**src/rtl/dmem_arb_pkg.sv**
```systemverilog
// Shared types and constants for the two-port data-memory arbiter.
package dmem_arb_pkg;

    localparam int NUM_REQ       = 2;
    localparam int DEPTH_DEFAULT = 32;

    typedef enum logic [1:0] {
        ST_IDLE    = 2'd0,
        ST_ACCESS  = 2'd1,
        ST_CAPTURE = 2'd2
    } state_t;

endpackage

```
**src/rtl/dmem_arb_pick.sv**
```systemverilog
// Combinational winner select for the data-memory arbiter.
// DMEM_ARB_RR_EN defined: round-robin on contention; undefined: port 0 has fixed priority.
module dmem_arb_pick
    import dmem_arb_pkg::*;
(
    input  logic [NUM_REQ-1:0] req,
    input  logic               last_winner,
    output logic               winner
);

`ifdef DMEM_ARB_RR_EN
    always_comb begin
        // NOTE: give every combinational output a default first so no path infers a latch.
        winner = 1'b0;
        if (req == 2'b11) begin
            winner = ~last_winner;
        end else begin
            winner = req[1];
        end
    end
`else
    logic unused_last_winner;
    assign unused_last_winner = last_winner;
    assign winner             = req[1] & ~req[0];
`endif

endmodule

```
**src/rtl/dmem_arbiter.sv**
```systemverilog
// Shares a single-port data memory between the CPU (port 0) and debug/loader (port 1).
// Build option DMEM_ARB_RR_EN selects round-robin arbitration in dmem_arb_pick.
module dmem_arbiter
    import dmem_arb_pkg::*;
#(
    parameter int ADDR_W = 32,
    parameter int DATA_W = 32,
    parameter int DEPTH  = DEPTH_DEFAULT
) (
    input  logic               clk,
    input  logic               rst_n,
    input  logic [NUM_REQ-1:0] req,
    input  logic [NUM_REQ-1:0] we,
    input  logic [ADDR_W-1:0]  addr0,
    input  logic [ADDR_W-1:0]  addr1,
    input  logic [DATA_W-1:0]  wdata0,
    input  logic [DATA_W-1:0]  wdata1,
    output logic [NUM_REQ-1:0] gnt,
    output logic [NUM_REQ-1:0] done,
    output logic               err,
    output logic [DATA_W-1:0]  rdata,
    output logic [ADDR_W-1:0]  mem_addr,
    output logic               mem_rd_en,
    output logic               mem_wr_en,
    output logic [DATA_W-1:0]  mem_wr_data,
    input  logic [DATA_W-1:0]  mem_rd_data
);

    state_t            state;
    state_t            state_nxt;
    logic              winner;
    logic              last_winner;
    logic              lat_port;
    logic              lat_we;
    logic [ADDR_W-1:0] lat_addr;
    logic [DATA_W-1:0] lat_wdata;
    logic              in_range;
    logic              start;

    dmem_arb_pick u_pick (
        .req         (req),
        .last_winner (last_winner),
        .winner      (winner)
    );

    assign start       = (state == ST_IDLE) && (|req);
    assign in_range    = (lat_addr < ADDR_W'(DEPTH));
    assign mem_addr    = lat_addr;
    assign mem_wr_data = lat_wdata;

    always_ff @(posedge clk or negedge rst_n) begin
        if (!rst_n) begin
            state <= ST_IDLE;
        end else begin
            // NOTE: sequential state uses non-blocking assignments so every flop samples pre-edge values.
            state <= state_nxt;
        end
    end

    always_comb begin
        state_nxt = state;
        unique case (state)
            ST_IDLE:    if (start) state_nxt = ST_ACCESS;
            ST_ACCESS:  state_nxt = (!lat_we && in_range) ? ST_CAPTURE : ST_IDLE;
            ST_CAPTURE: state_nxt = ST_IDLE;
            default:    state_nxt = ST_IDLE;
        endcase
    end

    // Enables are decoded from state so an async reset drops them immediately.
    always_comb begin
        mem_rd_en = 1'b0;
        mem_wr_en = 1'b0;
        unique case (state)
            ST_ACCESS: begin
                mem_wr_en = in_range &  lat_we;
                mem_rd_en = in_range & ~lat_we;
            end
            ST_CAPTURE: mem_rd_en = 1'b1;
            default: ;
        endcase
    end

    always_ff @(posedge clk or negedge rst_n) begin
        if (!rst_n) begin
            gnt         <= '0;
            done        <= '0;
            err         <= 1'b0;
            rdata       <= '0;
            last_winner <= 1'b1;
            lat_port    <= 1'b0;
            lat_we      <= 1'b0;
            lat_addr    <= '0;
            lat_wdata   <= '0;
        end else begin
            gnt  <= '0;
            done <= '0;
            err  <= 1'b0;
            if (start) begin
                gnt[winner] <= 1'b1;
                last_winner <= winner;
                lat_port    <= winner;
                lat_we      <= we[winner];
                lat_addr    <= winner ? addr1 : addr0;
                lat_wdata   <= winner ? wdata1 : wdata0;
            end
            // Writes and rejected accesses finish straight out of ACCESS.
            if (state == ST_ACCESS && (lat_we || !in_range)) begin
                done[lat_port] <= 1'b1;
                err            <= ~in_range;
                if (!in_range) rdata <= '0;
            end
            if (state == ST_CAPTURE) begin
                done[lat_port] <= 1'b1;
                rdata          <= mem_rd_data;
            end
        end
    end

endmodule

```
**config.mk**
```make
export PLATFORM = sky130hd
export DESIGN_NAME = dmem_arbiter
export DESIGN_NICKNAME = d
export VERILOG_FILES = /design/src/rtl/dmem_arb_pkg.sv /design/src/rtl/dmem_arb_pick.sv /design/src/rtl/dmem_arbiter.sv
export SDC_FILE = /design/constraint.sdc
export NUM_CORES = 1
export LEC_CHECK = 0
export CORE_ASPECT_RATIO = 0.75
export CORE_MARGIN = 2
export CORE_UTILIZATION = 35
export DETAILED_ROUTE_END_ITERATION = 8
export GPL_TIMING_DRIVEN = 0
export PLACE_DENSITY_LB_ADDON = 0.1
export RECOVER_POWER = 50
export SLEW_MARGIN = 15
export SYNTH_ARGS = -nofsm -noshare
export SYNTH_HDL_FRONTEND = slang
export SYNTH_SLANG_ARGS = --single-unit
```
**constraint.sdc**
```tcl
create_clock -name clk -period 4.1 [get_ports clk]
set_clock_uncertainty 0.05 [all_clocks]
set_input_delay 0.82 -clock clk [delete_from_list [all_inputs] [get_ports clk]]
set_output_delay 0.82 -clock clk [all_outputs]
set_load 0.01 [all_outputs]
```
=== After elaboration in Yosys (flattened, before gate mapping) ===
Index checks and enable logic that the tools add are counted.

* $lt $le $gt $ge: 5
* Equality and inequality tests: 4
* Muxes and demuxes: 20
* Bitwise gates (word level): 7
* Reductions and logical operators: 12

{| class="wikitable"
|+ Operators by type and width
! kind !! count
|-
| $mux W32 || 5
|-
| $lt A32 B6 Y1 const B || 1
|-
| $mux W2 || 5
|-
| $mux W1 || 6
|-
| $logic_and A1 B1 Y1 || 5
|-
| $lt A1 B2 Y1 const B || 2
|-
| $pmux W2 S2 || 1
|-
| $and A1 B1 Y1 || 3
|-
| $not A1 Y1 || 3
|-
| $demux W1 S1 || 2
|-
| $eq A2 B1 Y1 const B || 1
|-
| $eq A2 B2 Y1 const B || 1
|-
| $ge A1 B1 Y1 const B || 2
|-
| $logic_not A1 Y1 || 2
|-
| $logic_not A2 Y1 || 1
|-
| $ne A2 B1 Y1 const B || 1
|-
| $ne A2 B2 Y1 const B || 1
|-
| $or A2 B2 Y2 || 1
|-
| $pmux W1 S2 || 1
|-
| $reduce_and A2 Y1 || 1
|-
| $reduce_bool A2 Y1 || 1
|-
| $reduce_or A2 Y1 || 1
|-
| $logic_or A1 B1 Y1 || 1
|}

* Flip-flop bits (word level): 105
* Input bits: 166
* Output and inout port bits: 103
* Word-level logic and storage cells: 57

=== Longest topological paths before layout ===
Gate-level depths: netlist of run 1.

* Depth in word-level cells: 7
* Gate-level depth with buffers: 8
* Mapped depth without buffers: 5

=== By module ===
From an unflattened synthesis of run 1, not the netlist that was laid out.

* Cells, all modules: 434
* Area total of the unflattened synthesis: 4840.9 µm²

{| class="wikitable"
|+ By module, submodules not included
! module !! times used !! cells an instance !! area each (µm²) !! seq. area each (µm²)
|-
| dmem_arbiter || 1 || 433 || 4827.1 || 2653.8
|-
| dmem_arb_pick || 1 || 1 || 13.8 || 0.0
|}

=== Worst setup path before layout of run 1 ===
OpenSTA, ideal clock, no wires.

* Path type: register -> output
* From: register lat_addr[31] (netlist: mem_addr[31])
* To: output mem_wr_en
* Arrival: 1.562 ns
* Data required time: 3.230 ns
* Path slack: 1.668 ns
* Stages on the path, launching flop included: 6
* Buffers on the path: 1
* Path through: dfrtp_1 > or4_4 > nor2_4 > and3_1 > buf_4 > and3_1

* Word-level cells in the longest chain between the ends: 3

{| class="wikitable"
|+ RTL lines
! item !! line !! RTL
|-
| start: declaration || dmem_arbiter.sv:35 || <nowiki>logic [ADDR_W-1:0] lat_addr;</nowiki>
|-
| start signal: assignment || dmem_arbiter.sv:104 || <nowiki>lat_addr <= winner ? addr1 : addr0;</nowiki>
|-
| $lt A32 B6 Y1 || dmem_arbiter.sv:47 || <nowiki>assign in_range = (lat_addr < ADDR_W'(DEPTH));</nowiki>
|-
| $and A1 B1 Y1 || dmem_arbiter.sv:76 || <nowiki>mem_wr_en = in_range & lat_we;</nowiki>
|-
| $mux W1 || dmem_arbiter.sv:74 || <nowiki>unique case (state)</nowiki>
|-
| end: declaration || dmem_arbiter.sv:24 || <nowiki>output logic mem_wr_en,</nowiki>
|}

Every way passes these cells.

=== Worst setup path after layout of run 1 ===
* From: register lat_addr[18] (netlist: mem_addr[18])
* To: output mem_wr_en

The elaborated chain is that of the path after synthesis.

==> reports/qor.yml, run 1 <==
setup_path:
  crit_path_max_incr_delay_ps: 550
  cp_cell_sequence: "nor4_1 -> and4_1 -> and3_1 -> clkbuf_1 -> and3_1 -> clkdlybuf4s50_1"
  cp_slowest_cell: "clkdlybuf4s50_1"
  crit_arrival_ps: 2560
  crit_family: "simple AND/OR/NAND/NOR gates"
  end_kind: "output pin"
  critPathMostFrequentCell: "and3_1"
  startpoint_type: "flop"
  required_ps: 3230
  cp_max_fo: 6
  worstSetupPathType: "flop to output pin"
  path_buf_inv: 2
synth:
  synth-adder-area-share_pct: 0.763
  synth_top_area_cell: "dfrtp_1"
  synth-seq-area-share_pct: 53.4
  synth-seq-cells: 105
  syn_area_per_cell_sq_um: 10.8
  yosys-top-cells-count: "dfrtp_1, a22o_1, a21oi_1, o21ai_0"
  synth_ff_type: "dfrtp_1"
  synth_top_family_by_area: "compound AO/OA/AOI/OAI gates"
  synth-edff-count: 0
  yosysMostFrequentCell: "dfrtp_1"
  async_flop_share_pct: 100
  synthMuxAreaShare_pct: 6.51
  synth-simple-area-share_pct: 10.8
  syn_area_sq_um: 4920
  yosysTopAreaCellShare_pct: 53.4
  synth-compound-area-share_pct: 24.0
  yosysUniqueCellTypes: 31
  yosys_warnings: 0
  netlist_top_cells_area: "dfrtp_1, a22o_1, mux2i_1"
  syn_inst: 456
  synthXorXnorAreaFrac_pct: 0
  synth_fp_nets: 625
clocking:
  cts_tree: "done"
  cts_max_path_buffers: 2
  htreeDepth: 3
  cts-root-buf: "clkbuf_16"
  cts_setup_buffers: 0
  path_clk_slew_ps: 80
  holdBufCountCts: 0
  clk_latency_ps: 350
  cts.sinks: 105
  numCtsBuffers: 9
  post_cts_resized: 0
drt:
  via_per_inst: 5.25
  dr.pass1.iters: 4
  drtIter0Drc: 189
  drc_errors: 0
  postRouteAntennaNets: 0
  num_vias: 4802
  drt-total-wl_um: 16300
  avgRoutedWirePerCell_um: 17.9
timing:
  finalSetupViolCount: 0
  fin_tns_setup_ps: 0
  timing.final.max_slew_violations: 43
  finalHoldViolCount: 0
  maxSlewHeadroom_pct: -66.2
  rsz0062_at_grt: "false"
  min_period_ps: 3430
  timing.fmax_ghz: 0.291
  period_share_pct: 83.7
  worst_slew_pin_slew_ps: 2490
  hold_slack_ps: 425
finish:
  num-fill-cells: 1191
  multi_input_area_sq_um: 2050
  stdcell_area_sq_um: 8070
  seq_area_sq_um: 2630
  drive_above_1_share_pct: 3.92
  nets: 903
  synthToLayoutAreaGrowth_pct: 64.1
  antenna-diode-count: 0
power:
  combPwrFrac_pct: 44.5
  p_sw_share_pct: 36.4
  ir_worst_vdd_mv: 0.273
  power_frac_seq_pct: 36.5
  power.share.clock_pct: 19.0
  p_sw_mw: 1.65
  power.density_nw_per_um2: 562
  internal-power_mw: 2.89
  p_leak_nw: 3.21
place:
  port_buffers: 266
  placed_cell_area_sq_um: 7830
  dp_hpwl_um: 12400
  finalWeightedCongestion: 0.853
grt:
  gr-max-usage-layer: "met2"
  grt_max_degree: 64
  grt_pass1_wl_um: 25600
  met1_usage_pct: 29.0
  first_global_vias: 4880
  use_met2_pct: 35.1
  grt-ovfl-total: 0
  antenna_found_initial: 0
  grt_use_met3_pct: 6.39
  grt_usage_pct: 21.6
run_status:
  violations: "capacitance limit, slew limit"
  outcome: "finished with violations"
floorplan:
  die_w_um: 141
  coreArea_sq_um: 13700
  dieHeight_um: 107
  initial_core_util_pct: 35.8
  dieArea_sq_um: 15000
  num_rows: 37
  ios: 269
worst_hold_path:
  hold_class: "flop to flop"
job:
  drv_cap: 1
-- power groups by stage --
stage / clock network (mW) / logic, mW / registers (mW)
after global routing: 0.924 / 2.20 / 1.71
after detailed placement: 0 / 2.08 / 1.66
after global placement: 0 / 2.05 / 1.65
after CTS: 0.882 / 2.09 / 1.65
after floorplan: 0 / 0.810 / 1.77
final: 0.860 / 2.02 / 1.66
-- metal layers --
metal	vias up	share of wire [%]
li1	2262	-
met1	2325	46
met2	205	46
met3	10	7.7
met4	0	0.85
met5	-	0
-- path summary, 6_finish.rpt --
check / from / endpoint / slack [ps] / cells after the start
setup / recovery: mem_addr[18] / mem_wr_en / 670 / 6
hold / removal: lat_port / done[0] / 420 / 1
setup reg to reg: state[0] / mem_wr_data[22] / 1700 / 7
hold reg to reg: lat_port / done[0] / 420 / 1
max in group asynchronous: rst_n / mem_wr_data[11] / 1400 / 1
min in group asynchronous: rst_n / mem_addr[19] / 1190 / 1
-- placed cells by master, fill, tap and decap left out, drive strengths merged, types with 3 or more instances in the layout --
master,n
a21oi,39
a22o,57
buf,14
clkbuf,43
clkdlybuf4s50,259
clkinv,3
dfrtp,105
dlygate4sd3,6
ha,3
inv,8
mux2i,32
nand3b,37
nor2,38
nor4,4
o21ai,39
o22ai,37
-- area by class of cell --
| class | count | share of cell area (%) |
|---|---|---|
| Timing Repair Buffer | 267 | 33.2 |
| Inverter | 5 | 0.232 |
| Tap cell | 175 | 2.71 |
| Multi-Input combinational cell | 301 | 25.4 |
| Sequential cell | 105 | 32.5 |
| Clock buffer | 10 | 2.96 |
| Buffer | 45 | 2.19 |
| Clock inverter | 6 | 0.713 |
-- through the flow --
stage	setup WS (ps)	std cells	total power, mW	util, %
floorplan	1670	456	2.58	-
global placement	-1860	897	3.71	56.7
detailed placement	1110	898	3.74	57.0
CTS	721	914	4.62	59.1
global route	520	914	4.83	58.7
finish	667	914	4.54	58.7
-- sequential cells by signal, summed over array words and instances, names as in the netlist --
signal / count
lat_port: 1
done: 2
mem_wr_data: 32
lat_we: 1
gnt: 2
rdata: 32
err: 1
mem_addr: 32
state: 2
-- kinds of logic (layout without fill, tap and decap cells) --
kind of cell,Yosys count,count (layout)
AO/OA/AOI/OAI,176,176
adder cells (fa/ha/maj),3,3
buffers and inverters,50,333
flip-flops,105,105
multiplexers,32,32
AND/OR/NAND/NOR,90,90
Note: power is estimated with default switching activity, not from simulation.
==> run 2: changes to the inputs <==
clock period = 3 ns   (was 4.1 ns; I/O delays follow)
==> run 2 against run 1 <==
The flow still finishes with violations (capacitance limit, slew limit). Clock-buffer cell count unchanged. Largest power group unchanged. Sequential power up 36%. Final cell count unchanged.
==> reports/qor.yml, run 2 (synthesis gave the netlist of run 1 again) <==
power:
  ir_worst_vdd_mv: 0.370  # +36%
  internal-power_mw: 3.95  # +37%
  p_leak_nw: 3.29  # +2.4%
  power.density_nw_per_um2: 768  # +37%
  power.share.clock_pct: 18.9  # about the same
  p_sw_share_pct: 36.3  # -0.075 points
  combPwrFrac_pct: 44.6  # about the same
  power_frac_seq_pct: 36.4  # about the same
  p_sw_mw: 2.25  # +36%
finish:
  nets: 903  # unchanged
  final_common_cell: "clkdlybuf4s50_1"
  drive_above_1_share_pct: 4.47  # +0.54 points
  antenna-diode-count: 0  # unchanged
  num-fill-cells: 1191  # unchanged
  stdcell_area_sq_um: 8090  # +0.14%
  stdcell_count: 914  # unchanged
  synthToLayoutAreaGrowth_pct: 64.3
  layout.cells.most_common_list: "clkdlybuf4s50_1, dfrtp_1, a22o_1"
clocking:
  holdBufCountCts: 0  # unchanged
  cts.sinks: 105  # unchanged
  clk_latency_ps: 350  # about the same
  numCtsBuffers: 9  # unchanged
  path_clk_slew_ps: 80  # about the same
  cts_tree: "done"
  cts-root-buf: "clkbuf_16"
  cts_max_path_buffers: 2  # unchanged
  htreeDepth: 3  # unchanged
floorplan:
  initial_core_util_pct: 35.8  # unchanged
  die_w_um: 141  # unchanged
  ios: 269  # unchanged
  dieHeight_um: 107  # unchanged
  dieArea_sq_um: 15000  # unchanged
  coreArea_sq_um: 13700  # unchanged
  num_rows: 37  # unchanged
timing:
  finalHoldViolCount: 0  # unchanged
  maxSlewHeadroom_pct: -65.8  # +0.44 points
  timing.final.max_slew_violations: 43  # unchanged
  timing.fmax_ghz: 0.355
  min_period_ps: 2820
  finalSetupViolCount: 0  # unchanged
  period_share_pct: 93.9
  rsz0062_at_grt: "false"
  worst_slew_pin_slew_ps: 2490  # -6.60 ps
drt:
  avgRoutedWirePerCell_um: 17.9  # about the same
  dr.pass1.iters: 4  # unchanged
  via_per_inst: 5.21  # -0.90%
  drt-total-wl_um: 16400  # about the same
  num_vias: 4759  # -0.90%
  drc_errors: 0  # unchanged
  drtIter0Drc: 182  # -3.7%
  postRouteAntennaNets: 0  # unchanged
place:
  port_buffers: 266  # unchanged
  placed_cell_area_sq_um: 7830  # unchanged
  finalWeightedCongestion: 0.853  # unchanged
  placedCellCount: 898  # unchanged
  dp_hpwl_um: 12400  # unchanged
job:
  drv_cap: 1  # unchanged
setup_path:
  crit_arrival_ps: 2170  # -390 ps
  startpoint_type: "flop"
  end_kind: "output pin"
  required_ps: 2350  # -880 ps
  worstSetupPathType: "flop to output pin"
  cp_max_fo: 6  # unchanged
worst_hold_path:
  hold_class: "flop to flop"
grt:
  antenna_found_initial: 0  # unchanged
  grt_pass1_wl_um: 25600  # unchanged
  grt_usage_pct: 21.6  # unchanged
  first_global_vias: 4880  # unchanged
  grt_max_degree: 64  # unchanged
  grt-ovfl-total: 0  # unchanged
run_status:
  outcome: "finished with violations"
  violations: "capacitance limit, slew limit"
## run 2: cell count changes in the layout (fill, tap and decap cells not counted), sizes merged
| cell | delta |
|---|---|
| buf | +4 |
| clkbuf | -4 |
| clkdlybuf4s50 | -18 |
| dlygate4sd2 | +2 |
| dlygate4sd3 | +16 |
## run 2: repair_timing
action,4_1_cts,5_1_grt
resized for setup,3,0
setup buffers,0,0
endpoints found under the setup margin,2,0
## run 2: power groups by stage
stage	combinational, mW	sequential, mW	clock, mW
2_1_floorplan	1.11	2.42	0
3_3_place_gp	2.81	2.26	0
3_5_place_dp	2.84	2.27	0
4_1_cts	2.85	2.26	1.21
5_1_grt	3.02	2.33	1.26
6_report	2.77	2.26	1.18
## run 2: stage by stage
step | setup TNS, ps | power (mW) | hold slack (ps) | setup WS [ps] | util [%]
6_report | 0 | 6.21 | 425 | 183 | 58.8
3_3_place_gp | -287210 | 5.07 | 406 | -2740 | 56.7
3_5_place_dp | 0 | 5.12 | 414 | 228 | 57.0
5_1_grt | 0 | 6.61 | 467 | 47.1 | 58.8
4_1_cts | 0 | 6.32 | 126 | 119 | 59.1
2_1_floorplan | 0 | 3.53 | 254 | 788 | -
## run 2: final cells by class
cell class / instances / area, sq um / share of cell area [%]
multi-input combinational: 301 / 2050 / 25.4
buffer: 45 / 189 / 2.34
inverter: 5 / 18.8 / 0.232
clock buffer: 10 / 239 / 2.96
tap: 175 / 219 / 2.71
sequential: 105 / 2630 / 32.5
clock inverter: 6 / 57.6 / 0.712
timing repair buffer: 267 / 2680 / 33.2
## run 2: worst max-delay path, cell delays in order, from the launching register on
cell,delay (ps)
dfrtp_1,400
nor4_1,400
and4_2,320
and3_1,150
buf_4,130
and3_1,150
dlygate4sd2_1,280
## run 2: path summary, 6_finish.rpt
kind                               from  cells past startpoint         endpoint  slack [ps]
max in group asynchronous         rst_n                      1  mem_wr_data[11]         520
min reg2reg                    lat_port                      1          done[0]         420
min                            lat_port                      1          done[0]         420
max reg2reg                    state[0]                      7  mem_wr_data[22]         620
max                        mem_addr[18]                      6        mem_wr_en         180
min in group asynchronous         rst_n                      1     mem_addr[19]         960
## run 2: metal layers
metal	part of all wire [%]	track usage (%)	vias up
met1	46	29.0	2304
met3	7.5	6.39	8
met5	0	0	-
met2	46	35.1	188
li1	-	-	2259
met4	0.73	4.71	0
